### src/rtl/pc_call_stack.sv
// pc_call_stack: LIFO return-address stack for call/return instructions.
// The pop result is registered. Full, empty and count are decoded from the
// stack pointer. Overflow and underflow are sticky error flags.
//
// Strobe semantics: pushenbl and popenbl are sampled at every rising clk
// edge. Each cycle in which a strobe is high performs one operation. There
// is no ready/back-pressure. A pop (or a push+pop bypass) always answers one
// cycle later with a single-cycle pop_valid pulse, and pop_data is valid
// only in that cycle. When the pop hits an empty stack, pop_data is 0.
module pc_call_stack #(
  parameter  int PC_W  = 8,
  parameter  int DEPTH = 8,
  localparam int CNT_W = $clog2(DEPTH + 1)
) (
  input  logic             clk,
  input  logic             reset,
  input  logic             pushenbl,
  input  logic             popenbl,
  input  logic [PC_W-1:0]  push_data,
  input  logic             clr_err,
  output logic [PC_W-1:0]  pop_data,
  output logic             pop_valid,
  output logic             stack_empty,
  output logic             stack_full,
  output logic [CNT_W-1:0] count,
  output logic             overflow,
  output logic             underflow
);

  localparam int AW = (DEPTH > 1) ? $clog2(DEPTH) : 1;
  localparam logic [CNT_W-1:0] CNT_ONE  = CNT_W'(1);
  localparam logic [CNT_W-1:0] CNT_FULL = CNT_W'(DEPTH);

  logic [PC_W-1:0]  mem_q [DEPTH];
  logic [PC_W-1:0]  mem_d [DEPTH];
  logic [CNT_W-1:0] sp_q, sp_d;
  logic [PC_W-1:0]  pop_data_q, pop_data_d;
  logic             pop_valid_q, pop_valid_d;
  logic             overflow_q, overflow_d;
  logic             underflow_q, underflow_d;

  logic             is_empty, is_full;
  logic [CNT_W-1:0] sp_m1;
  logic [AW-1:0]    wr_idx, rd_idx;

  assign is_empty = (sp_q == '0);
  assign is_full  = (sp_q == CNT_FULL);
  assign sp_m1    = sp_q - CNT_ONE;
  assign wr_idx   = sp_q[AW-1:0];
  assign rd_idx   = sp_m1[AW-1:0];

  // Next-state: push/pop/bypass decode, stack pointer, pop result, error flags.
  always_comb begin
    mem_d       = mem_q;
    sp_d        = sp_q;
    pop_data_d  = pop_data_q;
    pop_valid_d = 1'b0;
    // Sticky flags clear on clr_err unless a new event sets them below.
    overflow_d  = overflow_q & ~clr_err;
    underflow_d = underflow_q & ~clr_err;
    unique case ({pushenbl, popenbl})
      2'b10: begin
        if (!is_full) begin
          mem_d[wr_idx] = push_data;
          sp_d          = sp_q + CNT_ONE;
        end else begin
          overflow_d = 1'b1;
        end
      end
      2'b01: begin
        pop_valid_d = 1'b1;
        if (!is_empty) begin
          pop_data_d = mem_q[rd_idx];
          sp_d       = sp_m1;
        end else begin
          pop_data_d  = '0;
          underflow_d = 1'b1;
        end
      end
      2'b11: begin
        // Bypass: the pushed address is returned directly and the stack
        // is untouched, so neither boundary can produce an error.
        pop_valid_d = 1'b1;
        pop_data_d  = push_data;
      end
      default: ;
    endcase
  end

  // Control registers with synchronous reset; reset overrides all strobes.
  always_ff @(posedge clk) begin
    if (reset) begin
      sp_q        <= '0;
      pop_data_q  <= '0;
      pop_valid_q <= 1'b0;
      overflow_q  <= 1'b0;
      underflow_q <= 1'b0;
    end else begin
      sp_q        <= sp_d;
      pop_data_q  <= pop_data_d;
      pop_valid_q <= pop_valid_d;
      overflow_q  <= overflow_d;
      underflow_q <= underflow_d;
    end
  end

  // Storage array is not reset; writes are suppressed while reset is high.
  always_ff @(posedge clk) begin
    if (!reset) begin
      mem_q <= mem_d;
    end
  end

  assign pop_data    = pop_data_q;
  assign pop_valid   = pop_valid_q;
  assign count       = sp_q;
  assign stack_empty = is_empty;
  assign stack_full  = is_full;
  assign overflow    = overflow_q;
  assign underflow   = underflow_q;

endmodule

### config.mk
export PLATFORM = sky130hd
export DESIGN_NAME = pc_call_stack
export DESIGN_NICKNAME = d
export VERILOG_FILES = /design/src/rtl/pc_call_stack.sv
export SDC_FILE = /design/constraint.sdc
export NUM_CORES = 1
export LEC_CHECK = 0
export BUFFER_PORTS_ARGS = -buffer_cell sky130_fd_sc_hd__clkbuf_2
export CORE_MARGIN = 2
export CORE_UTILIZATION = 62
export DETAILED_ROUTE_END_ITERATION = 6
export PLACE_DENSITY = 0.88
export SETUP_SLACK_MARGIN = 0.1
export SLEW_MARGIN = 20
export SYNTH_ARGS = -nofsm -noshare
export SYNTH_HDL_FRONTEND = slang
export SYNTH_SLANG_ARGS = --single-unit
### constraint.sdc
create_clock -name clk -period 4.4 [get_ports clk]
set_clock_uncertainty 0.05 [all_clocks]
set_input_delay 0.44 -clock clk [delete_from_list [all_inputs] [get_ports clk]]
set_output_delay 0.44 -clock clk [all_outputs]
set_load 0.01 [all_outputs]
==> impl_metrics.ini <==
[outcome]
status = finished, final reports clean

[sta]
fin_setup_tns_ns = 0
post-route-min-period_ns = 2.32
rsz0062_at_grt = false
finalHoldViolations = 0
finalSetupViolCount = 0
drv_slew = 0
max_slew_margin_pct = 30.7
max_slew.worst_pin.slew_ns = 1.03
max_freq_mhz = 432
period_share_pct = 52.7

[die]
die_x_um = 75.7
coreArea_um2 = 5040
std_cell_rows = 26
die_h_um = 75.7
dieArea_um2 = 5720
io_pins = 30
start_util_pct = 63.1

[global_route]
grtUsageTotal_pct = 22.9
grt-ovfl-total = 0
grt_pass1_vias = 1711
antenna_found_initial = 0
grt_max_degree = 25
grt_first_pass_wirelength_um = 8710

[route]
ant_nets = 0
wl_um = 5670
dr.first_iter.drc_count = 220
drc = 0
route.vias.total = 1694
first_pass_iters = 4
drt-vias-per-instance = 5.68
routedWlPerCell_um = 19.0

[final_layout]
area_growth_syn_to_layout_pct = 11.9
nets = 238
drive_above_1_share_pct = 28.5
fillers = 325
n_antenna_cell = 0

[synthesis]
synth_top_area_share_pct = 60.4
yosysSeqAreaShare_pct = 69.8
ys.flop_type = edfxtp_1
synth_area_leader_cell = edfxtp_1
synthCells = 191
synth_commonest_cells = 64 x edfxtp_1, 16 x mux4_2, 15 x dfxtp_1, 13 x nor2b_1
avgSynthCellArea_um2 = 16.7
yosys.cell_count.top_type = edfxtp_1
yosys_warnings = 0
async_flop_share_pct = 0
synthTopCellsByArea = edfxtp_1 60%, mux4_2 11%, dfxtp_1 9.4%
ys_ff_latch = 79
syn_nets = 206
netlist_area_um2 = 3180
synth_edf_count = 64
synth_cell_type_count = 32

[setup_path]
reg2reg_setup_slack_ns = 2.08
worst_r2r_path_depth = 5
crit_slowest_cell = ha_1
r2r-end = pop_data[7]
max_stage_delay_ns = 0.79
endpoint = pop_data[7]
path_max_fanout = 17
crit_family = adder cells
crit_cells = 5
reg2reg_from = count[1]
startpoint_type = flip-flop
cp.arrival_ns = 2.48
cp_data_required_time_ns = 4.57
worst-path-buf-inv = 1
crit_start = count[1]
cp-end-kind = flip-flop
worstPathCellList = inv_1 -> ha_1 -> mux4_2 -> a22oi_1 -> o21ai_0
path_class = reg2reg

[pwr]
p_total_w = 0.00159
ir_drop_v = 0.000258
p_leak_nw = 1.22
power.density_nw_per_um2 = 446

[cts]
cts-buffers-inserted = 9
numClockSinks = 79
root_buffer = clkbuf_8
path_clk_slew_ns = 0.07
cts_tree = yes
postCtsSetupBuffers = 0
postCtsHoldBufs = 0
htree_num_levels = 3
cts_resized = 0
clock_latency_ns = 0.35
clockBufferDepth = 2

[job]
max_cap_violations = 0

[placed_design]
dp.final_hpwl_um = 3590
io_buffers = 29
place_congestion = 0.768

[hold_path]
hold_class = in2reg
==> layer usage <==
layer	GRT usage, %	share of wire (%)	up-vias
met5	0	0	-
met4	9.75	1.6	0
met3	7.94	6.8	6
met2	36.9	52	50
met1	28.5	40	838
li1	-	-	800
==> placed cells by master (no fill, tap or decap), types with 2 or more instances in the layout <==
cell type	instances
edfxtp_1	64
clkbuf_2	29
mux4_2	16
dfxtp_1	15
nor2b_1	13
a21oi_1	11
nor2_1	11
clkbuf_8	10
a22oi_1	9
o21ai_0	8
nand2_1	7
inv_1	4
clkbuf_1	3
and2_1	2
nor3_1	2
xnor2_1	2
ha_1	2
buf_4	2
==> where the power goes <==
group | switching [W] | leakage (nW) | total (W) | internal (W)
combinational | 0.000121 | 0.424 | 0.000231 | 0.000110
clock | 0.000241 | 0.0936 | 0.000518 | 0.000277
sequential | 0.0000122 | 0.699 | 0.000839 | 0.000827
total | 0.000374 | 1.22 | 0.00159 | 0.00121
==> flip-flops by register name (all words and copies together) (netlist names) <==
name       cells
overflow       1
pop_data       8
pop_valid      1
underflow      1
count          4
mem_q         64
==> cell families (layout without fill, tap and decap cells) <==
family | after synthesis | after routing | share of synthesized area (%)
adders and majority gates | 2 | 2 | 0.786
DFF | 79 | 79 | 69.8
muxes | 18 | 18 | 12.0
and+or+nand+nor | 42 | 42 | 7.78
AOI/OAI and AO/OA | 33 | 33 | 6.49
buffers and inverters | 14 | 51 | 2.32
xor gates and xnor gates | 3 | 3 | 0.826
==> stage by stage <==
step / utilization [%] / worst slack [ns] / cells / hold slack, ns / cell area, µm²
finish: 70.7 / 2.08 / 298 / 0.306 / 3560
global route: 70.7 / 1.89 / 298 / 0.331 / 3560
CTS: 70.7 / 2.06 / 298 / 0.291 / 3560
detailed placement: 66.9 / 1.91 / 282 / 0.419 / 3370
global placement: 66.9 / 1.95 / 282 / 0.411 / 3370
floorplan: - / 1.97 / 191 / 0.437 / 3180
==> layout make-up <==
class                           instances  area (µm²)  share of cell area, %
Inverter                                4        15.0                  0.421
Tap cell                               70        87.6                   2.46
Clock buffer                           13         149                   4.18
Timing Repair Buffer                   31         160                   4.49
Clock inverter                          3        42.5                   1.19
Multi-Input combinational cell         98         887                   24.9
Sequential cell                        79        2220                   62.4
==> worst min-delay path by stage <==
stage	startpoint	to	slack (ns)	cells past startpoint
floorplan	overflow	overflow	0.44	2
global placement	overflow	overflow	0.41	2
detailed placement	overflow	overflow	0.42	2
CTS	clr_err	overflow	0.29	4
global route	clr_err	overflow	0.33	4
finish	clr_err	overflow	0.31	4
==> tightest hold or removal path, cell delays in order <==
cell and delay [ns]:
clkbuf_2 0.08, inv_1 0.04, nand2_1 0.05, a21oi_1 0.05
Power figures use the tool's default switching activity.
